<file path="config.mk">
export PLATFORM = sky130hd
export DESIGN_NAME = serial_subtractor_nand
export DESIGN_NICKNAME = d
export VERILOG_FILES = /design/src/rtl/serial_subtractor_nand.sv
export SDC_FILE = /design/constraint.sdc
export NUM_CORES = 1
export LEC_CHECK = 0
export ABC_AREA = 1
export BUFFER_PORTS_ARGS = -buffer_cell sky130_fd_sc_hd__buf_2
export CELL_PAD_IN_SITES_DETAIL_PLACEMENT = 1
export CELL_PAD_IN_SITES_GLOBAL_PLACEMENT = 1
export CORE_AREA = 2 2 66 61
export CTS_BUF_LIST = sky130_fd_sc_hd__clkbuf_8
export DETAILED_ROUTE_END_ITERATION = 6
export DIE_AREA = 0 0 68 63
export HOLD_SLACK_MARGIN = 0.12
export PLACE_DENSITY_LB_ADDON = 0.1
export SLEW_MARGIN = 5
export SYNTH_ARGS = -nofsm -noshare
export SYNTH_HDL_FRONTEND = slang
export SYNTH_SLANG_ARGS = --single-unit
</file>
<file path="constraint.sdc">
create_clock -name clk -period 1.2 [get_ports clk]
set_input_delay 0.12 -clock clk [delete_from_list [all_inputs] [get_ports clk]]
set_output_delay 0.12 -clock clk [all_outputs]
set_load 0.02 [all_outputs]
</file>
<file path="src/rtl/serial_subtractor_nand.sv">
// Bit-serial a - b, LSB first, one bit per clock; per-bit cell built from two-input NAND gates.
// Optional SUB_OVF_EN macro adds the registered signed-overflow output ovf.
module serial_subtractor_nand #(
  parameter int WIDTH = 8
) (
  input  logic             clk,
  input  logic             rst,
  input  logic             start,
  input  logic [WIDTH-1:0] a,
  input  logic [WIDTH-1:0] b,
  output logic             busy,
  output logic             done,
  output logic [WIDTH-1:0] diff,
  output logic             borrow_out
`ifdef SUB_OVF_EN
  ,
  output logic             ovf
`endif
);

  localparam int CW = (WIDTH > 2) ? $clog2(WIDTH) : 1;
  localparam logic [CW-1:0] LAST = CW'(WIDTH - 1);

  localparam logic [1:0] IDLE = 2'd0;
  localparam logic [1:0] RUN  = 2'd1;
  localparam logic [1:0] DONE = 2'd2;

  logic [1:0]       state;
  logic [WIDTH-1:0] a_sr;
  logic [WIDTH-1:0] b_sr;
  logic [WIDTH-1:0] diff_sr;
  logic [CW-1:0]    cnt;
  logic             bin;
  logic             borrow_q;
`ifdef SUB_OVF_EN
  logic             a_sign;
  logic             b_sign;
`endif

  logic a0, b0;
  logic n_ab, n_a, n_b, x_ab;
  logic m_x, m_xa, m_c, d;
  logic a0_n, x_n, t0, t1, bout;

  assign a0 = a_sr[0];
  assign b0 = b_sr[0];

  // x_ab = a0 ^ b0, d = x_ab ^ bin (four NANDs each)
  nand u_x0 (n_ab, a0, b0);
  nand u_x1 (n_a, a0, n_ab);
  nand u_x2 (n_b, b0, n_ab);
  nand u_x3 (x_ab, n_a, n_b);
  nand u_d0 (m_x, x_ab, bin);
  nand u_d1 (m_xa, x_ab, m_x);
  nand u_d2 (m_c, bin, m_x);
  nand u_d3 (d, m_xa, m_c);

  // bout = (~a0 & b0) | (~x_ab & bin) in NAND-NAND form
  nand u_na (a0_n, a0, a0);
  nand u_nx (x_n, x_ab, x_ab);
  nand u_t0 (t0, a0_n, b0);
  nand u_t1 (t1, x_n, bin);
  nand u_bo (bout, t0, t1);

  always_ff @(posedge clk) begin
    if (rst) begin
      state    <= IDLE;
      a_sr     <= '0;
      b_sr     <= '0;
      diff_sr  <= '0;
      cnt      <= '0;
      bin      <= 1'b0;
      borrow_q <= 1'b0;
`ifdef SUB_OVF_EN
      a_sign   <= 1'b0;
      b_sign   <= 1'b0;
      ovf      <= 1'b0;
`endif
    end else begin
      case (state)
        IDLE: begin
          if (start) begin
            a_sr     <= a;
            b_sr     <= b;
            diff_sr  <= '0;
            cnt      <= '0;
            bin      <= 1'b0;
            borrow_q <= 1'b0;
`ifdef SUB_OVF_EN
            a_sign   <= a[WIDTH-1];
            b_sign   <= b[WIDTH-1];
            ovf      <= 1'b0;
`endif
            state    <= RUN;
          end
        end
        RUN: begin
          a_sr    <= {1'b0, a_sr[WIDTH-1:1]};
          b_sr    <= {1'b0, b_sr[WIDTH-1:1]};
          diff_sr <= {d, diff_sr[WIDTH-1:1]};
          bin     <= bout;
          cnt     <= cnt + CW'(1);
          if (cnt == LAST) begin
            borrow_q <= bout;
`ifdef SUB_OVF_EN
            // d is the result sign bit on the last processed bit
            ovf      <= (a_sign != b_sign) && (d != a_sign);
`endif
            state    <= DONE;
          end
        end
        DONE:    state <= IDLE;
        default: state <= IDLE;
      endcase
    end
  end

  assign busy       = (state != IDLE);
  assign done       = (state == DONE);
  assign diff       = diff_sr;
  assign borrow_out = borrow_q;

endmodule

</file>
==> results_dict.tcl <==
set metrics [dict create \
    portBuffers 29 \
    first_pass_iters 4 \
    ys_seq_area_share_pct 45.67 \
    synth_nets 213 \
    slew_violations 0 \
    rsz0062_at_grt "true" \
    ff2ff_setup_slack_ns 0.03 \
    antenna_found_initial 0 \
    reg2reg_from "cnt[0]" \
    synth_area_leader_cell "dfxtp_1" \
    total_leakage_power_nw 0.8157 \
    post_drt_wl_per_cell_um 13.22 \
    pin_count 30 \
    grt_pass1_wl_mm 5.651 \
    ant_nets 0 \
    clk_pin_slew_ns 0.06 \
    htree_num_levels 2 \
    synthTopCellsByCount "nand2_1 (71), dfxtp_1 (31), nor2_1 (30)" \
    synth_compound_area_share_pct 11.79 \
    cts_sinks 31 \
    min_from "a[5]" \
    async_reset_ff_share_pct 0 \
    worstHoldPathCells 5 \
    hold_class "in2reg" \
    die_w_um 68 \
    cts_root_buffer "clkbuf_8" \
    ir_drop_uv 549.0 \
    synth-edff-count 0 \
    first_global_vias 1263 \
    drc 0 \
    synthAdderAreaFrac_pct 3.315 \
    yosys-top-cells-area "dfxtp_1 (46%), nand2_1 (20%), nor2_1 (8.3%)" \
    synth_warnings 0 \
    hold_ws_ns 0.1600 \
    ys_types 18 \
    path_class "reg2out" \
    finalClockSkew_ns 0.006357 \
    p_per_area_mw_per_mm2 1389 \
    gp_congestion 0.6747 \
    crit_fanout 3 \
    hold_viol_final 0 \
    dieArea_mm2 0.004284 \
    synth_mux_area_share_pct 0 \
    ys.flop_type "dfxtp_1" \
    worstRegToRegCells 7 \
    finalCritPeriodShare_pct 99.11 \
    layout-drive-gt1-share_pct 26.20 \
    synth_xor_area_share_pct 0 \
    slew_headroom_pct 81.81 \
    synth-seq-cells 31 \
    holdPathEnd "a_sr[5]" \
    fin_crit_ns 1.189 \
    clock_latency_ns 0.28 \
    place_hpwl_mm 2.453 \
    nNetsFinal 250 \
    maxCapViolCount 0 \
    cts_buffers 5 \
    wirelength_mm 3.635 \
    vias 1301 \
    setup_viol 0 \
    cp-start-kind "flip-flop" \
    crit_arrival_ns 1.07 \
    synthesis.area_mm2 0.001359 \
    cts_tree "done" \
    clockBufferDepth 2 \
    synth_top_cell_area_share_pct 45.67 \
    grt_util_all_layers_pct 17.94 \
    vias_per_cell 4.731 \
    synth_top_family_by_area "simple AND/OR/NAND/NOR gates" \
    worst_ep_required_time_ns 1.08 \
    drt_iter0_markers 27 \
    postSynthCellCount 191 \
    yosysMostFrequentCell "nand2_1" \
    avgSynthCellArea_um2 7.114 \
    yosys.area_share.simple_pct 32.14 \
    p_total_mw 2.419 \
    die_y_um 63 \
    area_delta_synth_final_pct 28.18 \
    core-area_mm2 0.003626 \
    row_count 21 \
    crit_path_end_kind "primary output" \
    gr-total-overflow 0 \
    worstReg2RegEnd "borrow_out" \
    diodes 0 \
    crit_path_start "state[1]" \
    fmax_mhz 840.8 \
    tightestPinTransition_ns 0.2725 \
    grt_max_degree 28 \
    status "finished, final reports clean" \
    start_util_pct 37.47 \
]
==> layer usage <==
layer	wire length, µm	part of all wire, %	vias up	GRT usage (%)
li1	-	-	669	-
met1	1637	45	607	20.20
met2	1844	51	23	30.10
met3	134	3.7	2	6.667
met4	18	0.50	0	6.750
met5	0	0	-	0
==> sequential cells by signal (all words and copies together) (netlist names) <==
register,flops
a_sr,8
b_sr,8
bin,1
borrow_out,1
cnt,3
diff,8
state,2
==> final cells by class <==
cell class / count / area [µm²]
Clock buffer: 5 / 68.82
Clock inverter: 3 / 15.01
Fill cell: 472 / 1884
Inverter: 8 / 32.53
Multi-Input combinational cell: 145 / 696.9
Sequential cell: 31 / 629.4
Tap cell: 46 / 57.56
Timing Repair Buffer: 37 / 241.5
==> through the flow <==
step | cells | worst slack (ns) | setup TNS (ns) | cell area, µm² | utilization [%]
finish | 275 | 0.01066 | 0 | 1742 | 48.03
CTS | 274 | -0.02518 | -0.02518 | 1685 | 46.48
detailed placement | 264 | -0.04435 | -0.1796 | 1568 | 43.24
global route | 275 | -0.04444 | -0.08653 | 1742 | 48.03
global placement | 264 | 0.05877 | 0 | 1568 | 43.24
floorplan | 191 | 0.1450 | 0 | 1359 | -
==> kinds of logic after synthesis <==
| kind of cell | Yosys count |
|---|---|
| AND/OR/NAND/NOR | 109 |
| AO/OA/AOI/OAI | 32 |
| flip-flops | 31 |
| buffers and inverters | 16 |
| adder cells (fa/ha/maj) | 3 |
==> worst max-delay path by stage <==
stage | end
global route | borrow_out
floorplan | a_sr[1]
finish | done
detailed placement | diff[6]
CTS | done
global placement | borrow_out
==> layout by cell type, fill, tap and decap left out, types with 3 or more instances in the layout <==
cell type and count:
buf_4 4, inv_1 5, nand2_4 3, clkbuf_8 5
clkinv_2 3, o21ai_0 8, o21ai_1 8, dfxtp_1 28
a21oi_1 15, buf_2 28, nand2_1 71, nor2_1 29
==> worst max-delay path, cell delays in order, from the launching register on <==
cell and delay (ns):
dfxtp_4 0.36, inv_2 0.08, buf_6 0.16, nor2_2 0.04, buf_4 0.15
==> repair_timing <==
item                                    4_1_cts  5_1_grt
endpoints found under the setup margin       18       31
hold buffers                                  2        0
pin swaps                                     0        1
gates cloned                                  0        1
setup buffers                                 0        0
hold endpoints to repair                      2        0
resized for setup                             4       15
==> power breakdown <==
| group | internal [mW] | switching [mW] | leakage [nW] |
|---|---|---|---|
| logic | 0.190 | 0.293 | 0.512 |
| registers | 1.11 | 0.0502 | 0.256 |
| clock network | 0.396 | 0.383 | 0.0477 |
| total | 1.69 | 0.727 | 0.816 |
Power figures use the tool's default switching activity.
